`src/rtl/debug_data_receiver.sv`:
```
// Deserialiser for the debug serial link: oversamples sclk/sdata/sframe, shifts in one
// WIDTH-bit word per frame (MSB first) and presents it on a valid/ack handshake.
module debug_data_receiver #(
  parameter int unsigned WIDTH       = 40,
  parameter int unsigned SYNC_STAGES = 2
) (
  input  logic             clk,
  input  logic             rst_n,
  input  logic             sclk,
  input  logic             sdata,
  input  logic             sframe,
  output logic [WIDTH-1:0] data_out,
  output logic             data_valid,
  input  logic             data_ack,
  output logic             frame_err,
  output logic             overrun
);

  localparam int unsigned CntW = $clog2(WIDTH + 1);
  localparam logic [CntW-1:0] LastCnt = CntW'(WIDTH - 1);

  typedef enum logic [1:0] {StIdle, StRecv, StWait} state_e;

  state_e                 state_q, state_d;
  logic [CntW-1:0]        cnt_q, cnt_d;
  logic [WIDTH-1:0]       shreg_q, shreg_d;
  logic [WIDTH-1:0]       data_out_q, data_out_d;
  logic                   data_valid_q, data_valid_d;
  logic                   frame_err_q, frame_err_d;
  logic                   overrun_q, overrun_d;
  logic                   deliver_q, deliver_d;
  logic [SYNC_STAGES-1:0] sclk_sync_q, sclk_sync_d;
  logic [SYNC_STAGES-1:0] sdata_sync_q, sdata_sync_d;
  logic [SYNC_STAGES-1:0] sframe_sync_q, sframe_sync_d;
  logic                   sclk_prev_q, sframe_prev_q;

  logic sclk_s, sdata_s, sframe_s;
  logic fall_s, rise_f, fall_f, ack;

  always_comb begin
    sclk_sync_d   = {sclk_sync_q[SYNC_STAGES-2:0], sclk};
    sdata_sync_d  = {sdata_sync_q[SYNC_STAGES-2:0], sdata};
    sframe_sync_d = {sframe_sync_q[SYNC_STAGES-2:0], sframe};
    sclk_s        = sclk_sync_q[SYNC_STAGES-1];
    sdata_s       = sdata_sync_q[SYNC_STAGES-1];
    sframe_s      = sframe_sync_q[SYNC_STAGES-1];
    fall_s        = sclk_prev_q & ~sclk_s;
    rise_f        = ~sframe_prev_q & sframe_s;
    fall_f        = sframe_prev_q & ~sframe_s;
    ack           = data_ack & data_valid_q;
  end

  // State register plus datapath flops.
  always_ff @(posedge clk or negedge rst_n) begin
    if (!rst_n) begin
      state_q       <= StIdle;
      cnt_q         <= '0;
      shreg_q       <= '0;
      data_out_q    <= '0;
      data_valid_q  <= 1'b0;
      frame_err_q   <= 1'b0;
      overrun_q     <= 1'b0;
      deliver_q     <= 1'b0;
      sclk_sync_q   <= '0;
      sdata_sync_q  <= '0;
      sframe_sync_q <= '0;
      sclk_prev_q   <= 1'b0;
      sframe_prev_q <= 1'b0;
    end else begin
      state_q       <= state_d;
      cnt_q         <= cnt_d;
      shreg_q       <= shreg_d;
      data_out_q    <= data_out_d;
      data_valid_q  <= data_valid_d;
      frame_err_q   <= frame_err_d;
      overrun_q     <= overrun_d;
      deliver_q     <= deliver_d;
      sclk_sync_q   <= sclk_sync_d;
      sdata_sync_q  <= sdata_sync_d;
      sframe_sync_q <= sframe_sync_d;
      sclk_prev_q   <= sclk_s;
      sframe_prev_q <= sframe_s;
    end
  end

  // Next-state logic. A frame end in the same clk as a bit sample wins; the sample is dropped.
  always_comb begin
    state_d = state_q;
    cnt_d   = cnt_q;
    shreg_d = shreg_q;
    unique case (state_q)
      StIdle: begin
        if (rise_f || sframe_s) begin
          state_d = StRecv;
          cnt_d   = '0;
        end
      end
      StRecv: begin
        if (fall_f) begin
          state_d = StIdle;
          cnt_d   = '0;
          shreg_d = '0;
        end else if (fall_s) begin
          shreg_d = {shreg_q[WIDTH-2:0], sdata_s};
          cnt_d   = cnt_q + 1'b1;
          if (cnt_q == LastCnt) state_d = StWait;
        end
      end
      StWait: begin
        if (!sframe_s) state_d = StIdle;
      end
      default: state_d = StIdle;
    endcase
  end

  // Outputs: error/delivery strobes and the valid/ack handshake.
  always_comb begin
    frame_err_d  = 1'b0;
    deliver_d    = 1'b0;
    overrun_d    = 1'b0;
    data_out_d   = data_out_q;
    data_valid_d = data_valid_q;
    unique case (state_q)
      StRecv: begin
        if (fall_f) frame_err_d = 1'b1;
        else if (fall_s && cnt_q == LastCnt) deliver_d = 1'b1;
      end
      StWait: begin
        if (sframe_s && fall_s) frame_err_d = 1'b1;
      end
      default: ;
    endcase
    // An ack in the delivery clk retires the old word, so the new one is loaded without overrun.
    if (deliver_q) begin
      if (!data_valid_q || ack) begin
        data_out_d   = shreg_q;
        data_valid_d = 1'b1;
      end else begin
        overrun_d = 1'b1;
      end
    end else if (ack) begin
      data_valid_d = 1'b0;
    end
  end

  assign data_out   = data_out_q;
  assign data_valid = data_valid_q;
  assign frame_err  = frame_err_q;
  assign overrun    = overrun_q;

endmodule

```
`config.mk`:
```
export PLATFORM = sky130hd
export DESIGN_NAME = debug_data_receiver
export DESIGN_NICKNAME = d
export VERILOG_FILES = /design/src/rtl/debug_data_receiver.sv
export SDC_FILE = /design/constraint.sdc
export NUM_CORES = 1
export LEC_CHECK = 0
export ABC_AREA = 1
export CAP_MARGIN = 20
export CORE_UTILIZATION = 45
export DETAILED_ROUTE_END_ITERATION = 16
export GPL_TIMING_DRIVEN = 1
export MAX_ROUTING_LAYER = met4
export PLACE_DENSITY = 0.69
export SYNTH_ARGS = -nofsm -noshare
export SYNTH_HDL_FRONTEND = slang
export SYNTH_SLANG_ARGS = --single-unit
```
`constraint.sdc`:
```
create_clock -name clk -period 3.72 [get_ports clk]
set_input_delay 0.372 -clock clk [delete_from_list [all_inputs] [get_ports clk]]
set_output_delay 0.372 -clock clk [all_outputs]
set_load 0.05 [all_outputs]
```
# After elaboration in Yosys (flattened, before gate mapping)

Cells that the tools add are included.

Register bits after elaboration: 100
Bits in latches: 0
Bits in writable memories: 0
Bits in read-only memories: 0
Output and inout port bits: 43
Memories: 0

Add/sub/neg operators: 1
Multipliers: 0
Div/mod/pow operators: 0
$lt $le $gt $ge: 0
Eq/ne operators: 8
Shifts and indexed selects: 0
Muxes and demuxes: 23
Bitwise logic cells: 7
Reduce and logical (&&, ||, !) cells: 14

Operators by type and width:

| kind                                                   | number |
|---|---|
| two-way mux 40 bit                                     | 2 |
| two-way mux 6 bit                                      | 3 |
| one-hot mux 6 bit (2 select lines)                     | 1 |
| two-way mux 1 bit                                      | 10 |
| two-way mux 2 bit                                      | 5 |
| adder 6 x 1 -> 6 bit (second input constant)           | 1 |
| == test 6 bit (second input constant)                  | 1 |
| inequality test 3 bit (second input constant)          | 2 |
| one-hot mux 2 bit (3 select lines)                     | 1 |
| AND reduction 2 bit                                    | 3 |
| nonzero test 2 bit                                     | 3 |
| bitwise AND 1 bit                                      | 4 |
| inequality test 2 bit (second input constant)          | 2 |
| AND reduction 4 bit                                    | 1 |
| inverter 1 bit                                         | 3 |
| AND reduction 3 bit                                    | 1 |
| == test 2 x 1 -> 1 bit (second input constant)         | 1 |
| == test 2 bit (second input constant)                  | 1 |
| logical AND 1 bit                                      | 2 |
| logical NOT 2 bit                                      | 1 |
| logical OR 1 bit                                       | 2 |
| inequality test 2 x 1 -> 1 bit (second input constant) | 1 |
| one-hot mux 1 bit (2 select lines)                     | 1 |
| logical NOT 1 bit                                      | 1 |

# Depth between registers and ports, before layout

Gate-level depths: netlist of the first run.

Depth in word-level cells: 6
Gate-level depth with buffers: 9
Depth with buffers taken out: 9

# Worst setup path after synthesis of the first run

Ideal clock, no wire load.

Path kind: reg2reg
From: register data_valid_q, in the netlist data_valid
To: register data_out_q[0], in the netlist data_out[0]
Library setup time: 0.083 ns
Arrival time: 1.336 ns
Data required time: 3.637 ns
Slack: 2.301 ns
Stages on the path, launching flop included: 6
Clock period less this slack: 1.419 ns
Cell sequence: dfrtp_1 nand2_1 nand2_1 clkbuf_1 nand2_1 o21ai_0

Cells in the longest elaborated chain, start to end: 3
Elaborated cells on any way between the ends: 4
Those cells by class: bitwise: 1; reduce/logical: 3

RTL lines:

| element                                                | line    | text |
|---|---|---|
| start, declared                                        | 28      | `logic data_valid_q, data_valid_d;` |
| start signal, assigned                                 | 74      | `data_valid_q <= data_valid_d;` |
| bitwise AND 1 bit or logical NOT 1 bit (tied branches) | 50, 135 |  |
| logical OR 1 bit (*)                                   | 135     | `if (!data_valid_q \|\| ack) begin` |
| AND reduction 2 bit (no source line) (*)               | n/a     |  |
| end signal, assigned                                   | 73      | `data_out_q <= data_out_d;` |
| end, declared                                          | 27      | `logic [WIDTH-1:0] data_out_q, data_out_d;` |

Every way passes the cells marked *; elsewhere a longest branch is shown, timed or not.
A chain may end at the register's enable or synchronous reset.

# Final worst setup path of the first run

From: register state_q[1]
To: register shreg_q[14]

Cells in the longest elaborated chain, start to end: 2

RTL lines:

| element                              | line | text |
|---|---|---|
| start, declared                      | 24   | `state_e state_q, state_d;` |
| start signal, assigned               | 56   | `state_q <= StIdle;` |
| start signal, assigned               | 70   | `state_q <= state_d;` |
| == test 2 x 1 -> 1 bit               | 91   | `unique case (state_q)` |
| AND reduction 2 bit (no source line) | n/a  |  |
| end signal, assigned                 | 72   | `shreg_q <= shreg_d;` |
| end, declared                        | 26   | `logic [WIDTH-1:0] shreg_q, shreg_d;` |

No other way between the ends.

==> results.cfg, run 1 <==
[layout]
nets = 416
areaGrowthSynthToFinish_pct = 18.7
drive_above_1_share_pct = 9.78
layoutNonFillerInstCount = 514
finish.utilization_pct = 55.6
num_antenna_cells = 0

[clocking]
cts_buffer_depth = 2
cts_sinks = 100
cts_tree = built
htree_levels = 3
cts_resized = 0
hold_buffers = 0
cts_made_buffers = 9
insertion_delay_ns = 0.35
cts_setup_buffers = 0
clkTransAtPathRegs_ns = 0.10
root_buffer = clkbuf_8

[synthesis]
async_flop_share_pct = 100
syn_inst = 359
synthDistinctLibCells = 25
syn_nets = 370
synth_flop_cell = dfrtp_1
syn_area_sq_um = 3880
syn_area_per_cell_sq_um = 10.8
ys_top_cells_by_count = dfrtp_1, nand2_1, inv_1, o21ai_0, o22ai_1
synth_top_cell_by_area = dfrtp_1
yosysSeqAreaShare_pct = 64.4
ys_ff_latch = 100
synth.most_common_cell = dfrtp_1
ys_warn_count = 0
synth-edff-count = 0
synthTopCellsByArea = dfrtp_1, nand2_1, o21ai_0
synth_top_area_share_pct = 64.4

[outcome]
status = completed

[floorplanning]
fp.coreArea_sq_um = 8300
dieArea_sq_um = 9010
num_io_pins = 49
die_y_microns = 94.9
die_width_microns = 94.9
num_rows = 33
start_util_pct = 46.8

[routing]
drt_iter0_markers = 177
drc = 0
dr.pass1.iters = 4
wl_per_cell_microns = 13.5
postRouteAntennaNets = 0
vias = 2577
drt-total-wl_microns = 6930
vias_per_cell = 5.01

[run]
max-cap-violations = 0

[power]
p_leak_nw = 2.02
ir_drop_mv = 0.281
p_per_area_nw_per_um2 = 458
total_power_mw = 2.11

[critical_path]
critical_path_class = reg -> reg
critPathArrivalTime_ns = 2.44
cp-start-kind = flip-flop
required_ns = 3.91
crit_fanout = 21
critPathCaptureType = flip-flop

[timing]
grt_setup_unrepaired = no
finalSetupTns_ns = 0
fin_skew_ns = 0.00838
hold_violations = 0
finalMaxSlewViolations = 0
finalCriticalPeriod_ns = 2.25
period_share_pct = 60.6
slew_headroom_pct = 38.5
tightestPinTransition_ns = 0.923
fmax_ghz = 0.444
setup_viol = 0
setup_ws_ns = 1.47

[placed_design]
dpl.hpwl_microns = 4420
dp_cells = 499
gp_congestion = 0.807
portBuffers = 48
place_ws_ns = 1.48

[global_routing]
grt_usage_pct = 17.4
antenna_found_initial = 0
grt_overflow = 0
grt_pass1_vias = 2428
grt_max_degree = 76
grt_first_pass_wirelength_microns = 11600

[hold_path]
hold_path.class = in -> async
critical path: stages, from the launching register on:
cell and delay (ns):
dfrtp_1 0.40, inv_1 0.12, ha_1 0.37, inv_1 0.15
a21oi_4 0.53, buf_4 0.39, o22ai_1 0.13
registers in the layout, indices dropped and copies added, names as in the netlist:
signal and cells:
cnt_q 6, sclk_prev_q 1, sframe_prev_q 1, sdata_sync_q 2, state_q 2, data_valid 1
data_out 40, shreg_q 40, deliver_q 1, overrun 1, frame_err 1, sframe_sync_q 2
sclk_sync_q 2
final timing paths:
check / startpoint / slack [ns] / cells after the start / endpoint
min in group clk: sdata_sync_q[0] / 0.35 / 0 / sdata_sync_q[1]
worst min-delay path: rst_n / 0.15 / 1 / data_out[20]
max in group asynchronous: rst_n / 2.69 / 2 / shreg_q[1]
worst max-delay path: state_q[1] / 1.47 / 6 / shreg_q[14]
worst min register to register: sdata_sync_q[0] / 0.35 / 0 / sdata_sync_q[1]
worst max register to register: state_q[1] / 1.47 / 6 / shreg_q[14]
cell usage in the layout (no fill, tap or decap), types with 2 or more instances in the layout:
master	instances
a21oi_1	2
buf_4	4
clkbuf_1	2
clkbuf_8	10
clkdlybuf4s50_1	47
dfrtp_1	100
ha_1	5
inv_1	52
inv_2	3
nand2_1	63
nand2_4	3
nand3_1	6
nand4_1	5
nor2_1	10
nor2_4	2
o21ai_0	44
o22ai_1	28
o22ai_2	11
layer usage:
layer	up-vias	routed length, microns	track usage [%]
li1	1261	-	-
met1	1260	3340	22.0
met2	50	3310	27.0
met3	6	212	4.51
met4	0	64	6.57
met5	-	0	-
stage by stage:
stage | instance area (sq um) | hold WS, ns
6_report | 4610 | 0.149
5_1_grt | 4610 | 0.216
4_1_cts | 4610 | 0.183
3_5_place_dp | 4420 | 0.335
3_3_place_gp | 4420 | 0.334
2_1_floorplan | 3880 | 0.0764
report_power, final:
part / internal, mW / switching, mW
registers: 1.12 / 0.0198
logic: 0.0843 / 0.209
clock network: 0.329 / 0.353
cells by family after synthesis:
logic type / after synthesis / share of synthesized area, %
AOI/OAI and AO/OA: 89 / 14.7
buffers and inverters: 71 / 8.02
DFF: 100 / 64.4
and+or+nand+nor: 94 / 11.2
adders and majority gates: 5 / 1.61
final cells by class:
type	instances	area [sq um]
clock buffer	12	145
clock inverter	3	46.3
fill	737	3690
inverter	55	206
multi-input combinational	188	1080
sequential	100	2500
tap	105	131
timing repair buffer	51	500
Power figures use the tool's default switching activity.
==> run 2, diff against run 1 <==
==> constraint.sdc (replaced) <==
create_clock -name clk -period 2.2 [get_ports clk]
set_input_delay 0.22 -clock clk [delete_from_list [all_inputs] [get_ports clk]]
set_output_delay 0.22 -clock clk [all_outputs]
set_load 0.05 [all_outputs]
==> results.cfg, run 2 (synthesis gave the netlist of run 1 again) <==
[placed_design]
dp_cells = 501
gp_congestion = 0.859
dpl.hpwl_microns = 4540
portBuffers = 48
place_ws_ns = 0.389
placedInstanceArea_sq_um = 4470

[clocking]
cts_tree = built
root_buffer = clkbuf_8
insertion_delay_ns = 0.35
cts_setup_buffers = 0
cts_made_buffers = 9
clkTransAtPathRegs_ns = 0.09
htree_levels = 3
cts_resized = 0
cts_buffer_depth = 2
hold_buffers = 1
cts_sinks = 100

[floorplanning]
dieArea_sq_um = 9010
start_util_pct = 46.8
num_io_pins = 49
die_y_microns = 94.9
fp.coreArea_sq_um = 8300
num_rows = 33
die_width_microns = 94.9

[critical_path]
r2r_start = state_q[1]
crit_path_max_incr_delay_ns = 0.39
cp_num_buf_inv = 3
cp-start-kind = flip-flop
critical_path_class = reg -> reg
critPathArrivalTime_ns = 2.03
path_delay_family = buffers and inverters
required_ns = 2.39
crit_fanout = 31
worstPathCellList = inv_1 > ha_1 > inv_1 > a21oi_4 > buf_12 > o22ai_1
cpMaxStageDelayCell = dfrtp_1
reg2reg_depth = 6
rr_endpoint = shreg_q[16]
cp-startpoint = state_q[1]
crit_top_cell = inv_1
critPathCaptureType = flip-flop
r2r_setup_slack_ns = 0.36

[power]
comb_power_share_pct = 14.7
pwr-share-clk_pct = 30.2
p_int_mw = 2.49
ir_drop_mv = 0.434
power_frac_seq_pct = 55.1
swShare_pct = 28.9
p_leak_nw = 2.04
p_switching_mw = 1.01
p_per_area_nw_per_um2 = 752

[hold_path]
hold_depth = 1
holdPathEnd = sframe_sync_q[0]
hold_start = sframe
hold_path.class = in -> reg

[layout]
drive_above_1_share_pct = 10.7
layoutNonFillerInstCount = 517
regArea_sq_um = 2500
multiInputGateArea_sq_um = 1080
final_cell_area_sq_um = 4660
final_cell_mix = dfrtp_1, nand2_1, inv_1, clkdlybuf4s50_1, o21ai_0
nets = 419
fillers = 705
areaGrowthSynthToFinish_pct = 19.9
num_antenna_cells = 0
layout_commonest_cell = dfrtp_1

[timing]
setup_viol = 0
period_share_pct = 83.6
slew_headroom_pct = 46.8
finalSetupTns_ns = 0
fmax_ghz = 0.544
finalCriticalPeriod_ns = 1.84
grt_setup_unrepaired = no
setup_ws_ns = 0.360
tightestPinTransition_ns = 0.796
finalMaxSlewViolations = 0
whs_ns = 0.292
fin_skew_ns = 0.00761
hold_violations = 0

[global_routing]
busiest_layer = met2
grt.met1_usage_pct = 21.7
grt_overflow = 0
grt_first_pass_wirelength_microns = 11400
grt_pass1_vias = 2455
grt_max_degree = 61
grt_usage_pct = 17.1
use_met2_pct = 27.3
gr-usage-met3_pct = 3.78
antenna_found_initial = 0

[routing]
drt_iter0_markers = 138
wl_per_cell_microns = 13.5
drt-total-wl_microns = 6990
vias_per_cell = 4.97
drc = 0
vias = 2569
dr.pass1.iters = 4
postRouteAntennaNets = 0

[outcome]
status = completed

[run]
max-cap-violations = 0
[run 2: cell types whose count changed in the layout (fill, tap and decap cells not counted), sizes merged]
| cell | change |
|---|---|
| buf | +2 |
| clkinv | +1 |
| dlygate4sd3 | +1 |
| bufinv | -1 |
| clkbuf | -2 |
| clkinvlp | +2 |
[run 2: how the worst max path moves through the flow]
stage / to / slack [ns] / cells past startpoint
3_5_place_dp: shreg_q[16] / 0.39 / 6
3_3_place_gp: shreg_q[14] / 0.45 / 6
5_1_grt: shreg_q[3] / 0.22 / 6
2_1_floorplan: data_out[0] / 0.78 / 5
4_1_cts: shreg_q[3] / 0.36 / 6
6_report: shreg_q[16] / 0.36 / 6
[run 2: power groups by stage]
| stage | Combinational, mW | Sequential [mW] | Clock [mW] |
|---|---|---|---|
| floorplan | 0.386 | 1.96 | 0 |
| global placement | 0.496 | 1.96 | 0 |
| detailed placement | 0.512 | 1.96 | 0 |
| CTS | 0.518 | 1.93 | 1.08 |
| global route | 0.575 | 1.94 | 1.16 |
| finish | 0.514 | 1.93 | 1.06 |
[run 2: stage by stage]
step           total power [mW]  util, %
2_1_floorplan              2.35        -
3_5_place_dp               2.48     53.9
3_3_place_gp               2.46     53.9
6_report                   3.50     56.1
5_1_grt                    3.68     56.1
4_1_cts                    3.53     56.1
[run 2: worst reg2reg max path, stage by stage, from the launching register on]
cell,delay (ns)
dfrtp_1,0.39
inv_1,0.11
ha_1,0.35
inv_1,0.14
a21oi_4,0.34
buf_12,0.25
o22ai_1,0.10
[run 2: layout make-up]
type	count	share of cell area, %
sequential	100	53.7
multi-input combinational	188	23.2
timing repair buffer	54	12.1
inverter	55	4.43
clock buffer	10	2.96
tap	105	2.82
clock inverter	5	0.779
[run 2: routing by layer]
layer | vias up | part of all wire, %
li1 | 1269 | -
met1 | 1241 | 48
met2 | 51 | 48
met3 | 8 | 3.4
met4 | 0 | 0.99
met5 | - | 0
==> run 3, diff against run 2 <==
--- a/config.mk
+++ b/config.mk
@@ -11,7 +11,7 @@
 export DETAILED_ROUTE_END_ITERATION = 16
 export GPL_TIMING_DRIVEN = 1
 export MAX_ROUTING_LAYER = met4
-export PLACE_DENSITY = 0.69
+export PLACE_DENSITY = 0.72
 export SYNTH_ARGS = -nofsm -noshare
 export SYNTH_HDL_FRONTEND = slang
 export SYNTH_SLANG_ARGS = --single-unit
==> constraint.sdc (replaced) <==
create_clock -name clk -period 1.63 [get_ports clk]
set_input_delay 0.163 -clock clk [delete_from_list [all_inputs] [get_ports clk]]
set_output_delay 0.163 -clock clk [all_outputs]
set_load 0.05 [all_outputs]
==> results.cfg, run 3 (synthesis gave the netlist of run 1 again) <==
[timing]
finalSetupTns_ns = 0
finalCriticalPeriod_ns = 1.48
slew_headroom_pct = 67.6
finalMaxSlewViolations = 0
hold_violations = 0
fmax_ghz = 0.674
grt_setup_unrepaired = no
setup_viol = 0
period_share_pct = 91.0
tightestPinTransition_ns = 0.488
fin_skew_ns = 0.0153

[critical_path]
path_delay_family = buffers and inverters
cpMaxStageDelayCell = dfrtp_1
crit_top_cell = inv_1
r2r_start = state_q[1]
critical_path_class = reg -> reg
worstPathCellList = inv_1 > ha_4 > inv_1 > a21oi_4 > clkbuf_16 > o22ai_1
cp-start-kind = flip-flop
critPathArrivalTime_ns = 1.72
crit_fanout = 20
rr_endpoint = shreg_q[3]
reg2reg_depth = 6
crit_path_max_incr_delay_ns = 0.39
critPathCaptureType = flip-flop
r2r_setup_slack_ns = 0.15
cp_num_buf_inv = 3
required_ns = 1.87

[clocking]
root_buffer = clkbuf_8
clkTransAtPathRegs_ns = 0.09
cts_buffer_depth = 2
cts_tree = built
htree_levels = 3
insertion_delay_ns = 0.35
cts_made_buffers = 9
cts_sinks = 100

[run]
max-cap-violations = 0

[power]
power_frac_seq_pct = 50.8
comb_power_share_pct = 14.8
pwr-share-clk_pct = 34.4
p_switching_mw = 1.35
ir_drop_mv = 0.567
p_leak_nw = 2.22
p_per_area_nw_per_um2 = 1090
swShare_pct = 26.3
p_int_mw = 3.78

[global_routing]
antenna_found_initial = 0
grt_pass1_vias = 2437
grt_overflow = 0
grt_usage_pct = 16.3
grt_first_pass_wirelength_microns = 11000
grt_max_degree = 63

[routing]
drt-total-wl_microns = 6710
drt_iter0_markers = 124
vias = 2576
vias_per_cell = 4.94
wl_per_cell_microns = 12.9
postRouteAntennaNets = 0
drc = 0
dr.pass1.iters = 4

[layout]
num_antenna_cells = 0
layout_commonest_cell = dfrtp_1
regArea_sq_um = 2500
multiInputGateArea_sq_um = 1090
layoutNonFillerInstCount = 521
drive_above_1_share_pct = 19.7
nets = 422
final_cell_mix = dfrtp_1, nand2_1, inv_1, o21ai_0, buf_4
areaGrowthSynthToFinish_pct = 21.0
fillers = 694

[floorplanning]
die_y_microns = 94.9
num_rows = 33
dieArea_sq_um = 9010
fp.coreArea_sq_um = 8300
num_io_pins = 49
die_width_microns = 94.9
start_util_pct = 46.8

[placed_design]
dp_cells = 503
portBuffers = 48
gp_congestion = 0.806
dpl.hpwl_microns = 4390

[outcome]
status = completed

[hold_path]
hold_path.class = in -> reg
holdPathEnd = sdata_sync_q[0]
hold_depth = 1
hold_start = sdata
==> run 3: area by class of cell <==
type,instances,share of cell area [%]
Sequential cell,100,53.3
Inverter,55,4.39
Tap cell,105,2.80
Clock inverter,5,1.73
Multi-Input combinational cell,188,23.2
Timing Repair Buffer,57,11.3
Clock buffer,11,3.22
==> run 3: worst reg2reg max path, stage by stage, from the launching register on <==
cell and delay [ns]:
dfrtp_1 0.39, inv_1 0.15, ha_4 0.21, inv_1 0.09, a21oi_4 0.21, clkbuf_16 0.24
o22ai_1 0.09
==> run 3: power by group through the flow <==
| stage | Combinational, mW | Clock (mW) | Sequential (mW) |
|---|---|---|---|
| finish | 0.758 | 1.76 | 2.61 |
| detailed placement | 0.705 | 0 | 2.65 |
| global route | 0.853 | 1.88 | 2.62 |
| CTS | 0.708 | 1.81 | 2.60 |
| floorplan | 0.521 | 0 | 2.65 |
| global placement | 0.685 | 0 | 2.65 |
==> run 3: repair_timing <==
item	CTS	global route
hold endpoints to repair	33	0
hold buffers	1	0
setup endpoints to repair	10	46
pin swaps	0	0
buffers inserted	0	0
gates cloned	0	1
resized for setup	10	2
==> run 3: per-stage QoR <==
stage                     total power [mW]  setup WS [ns]  util [%]  area, sq um  hold WS (ns)
after floorplan                       3.17          0.211         -         3880        -0.133
after global placement                3.33          0.108      53.4         4430         0.147
after detailed placement              3.35         0.0304      53.4         4430         0.158
after CTS                             5.12        0.00644      56.2         4660         0.236
after global routing                  5.35        0.00189      56.6         4700         0.233
final                                 5.13          0.146      56.6         4700         0.250
==> run 3: how the worst max path moves through the flow <==
| stage | from | to | slack (ns) | cells after the start |
|---|---|---|---|---|
| 2_1_floorplan | data_valid | data_out[0] | 0.21 | 5 |
| 3_3_place_gp | state_q[1] | shreg_q[1] | 0.11 | 6 |
| 3_5_place_dp | state_q[1] | shreg_q[21] | 0.03 | 6 |
| 4_1_cts | state_q[1] | shreg_q[19] | 0.006 | 6 |
| 5_1_grt | state_q[1] | state_q[0] | 0.002 | 8 |
| 6_report | state_q[1] | shreg_q[3] | 0.15 | 6 |
==> run 3: layer usage <==
layer / global-route usage [%] / vias to the layer above / share of wire (%)
met2: 24.6 / 45 / 46
met5: - / - / 0
met4: 5.81 / 0 / 0.92
li1: - / 1275 / -
met1: 21.8 / 1249 / 49
met3: 3.54 / 7 / 3.8
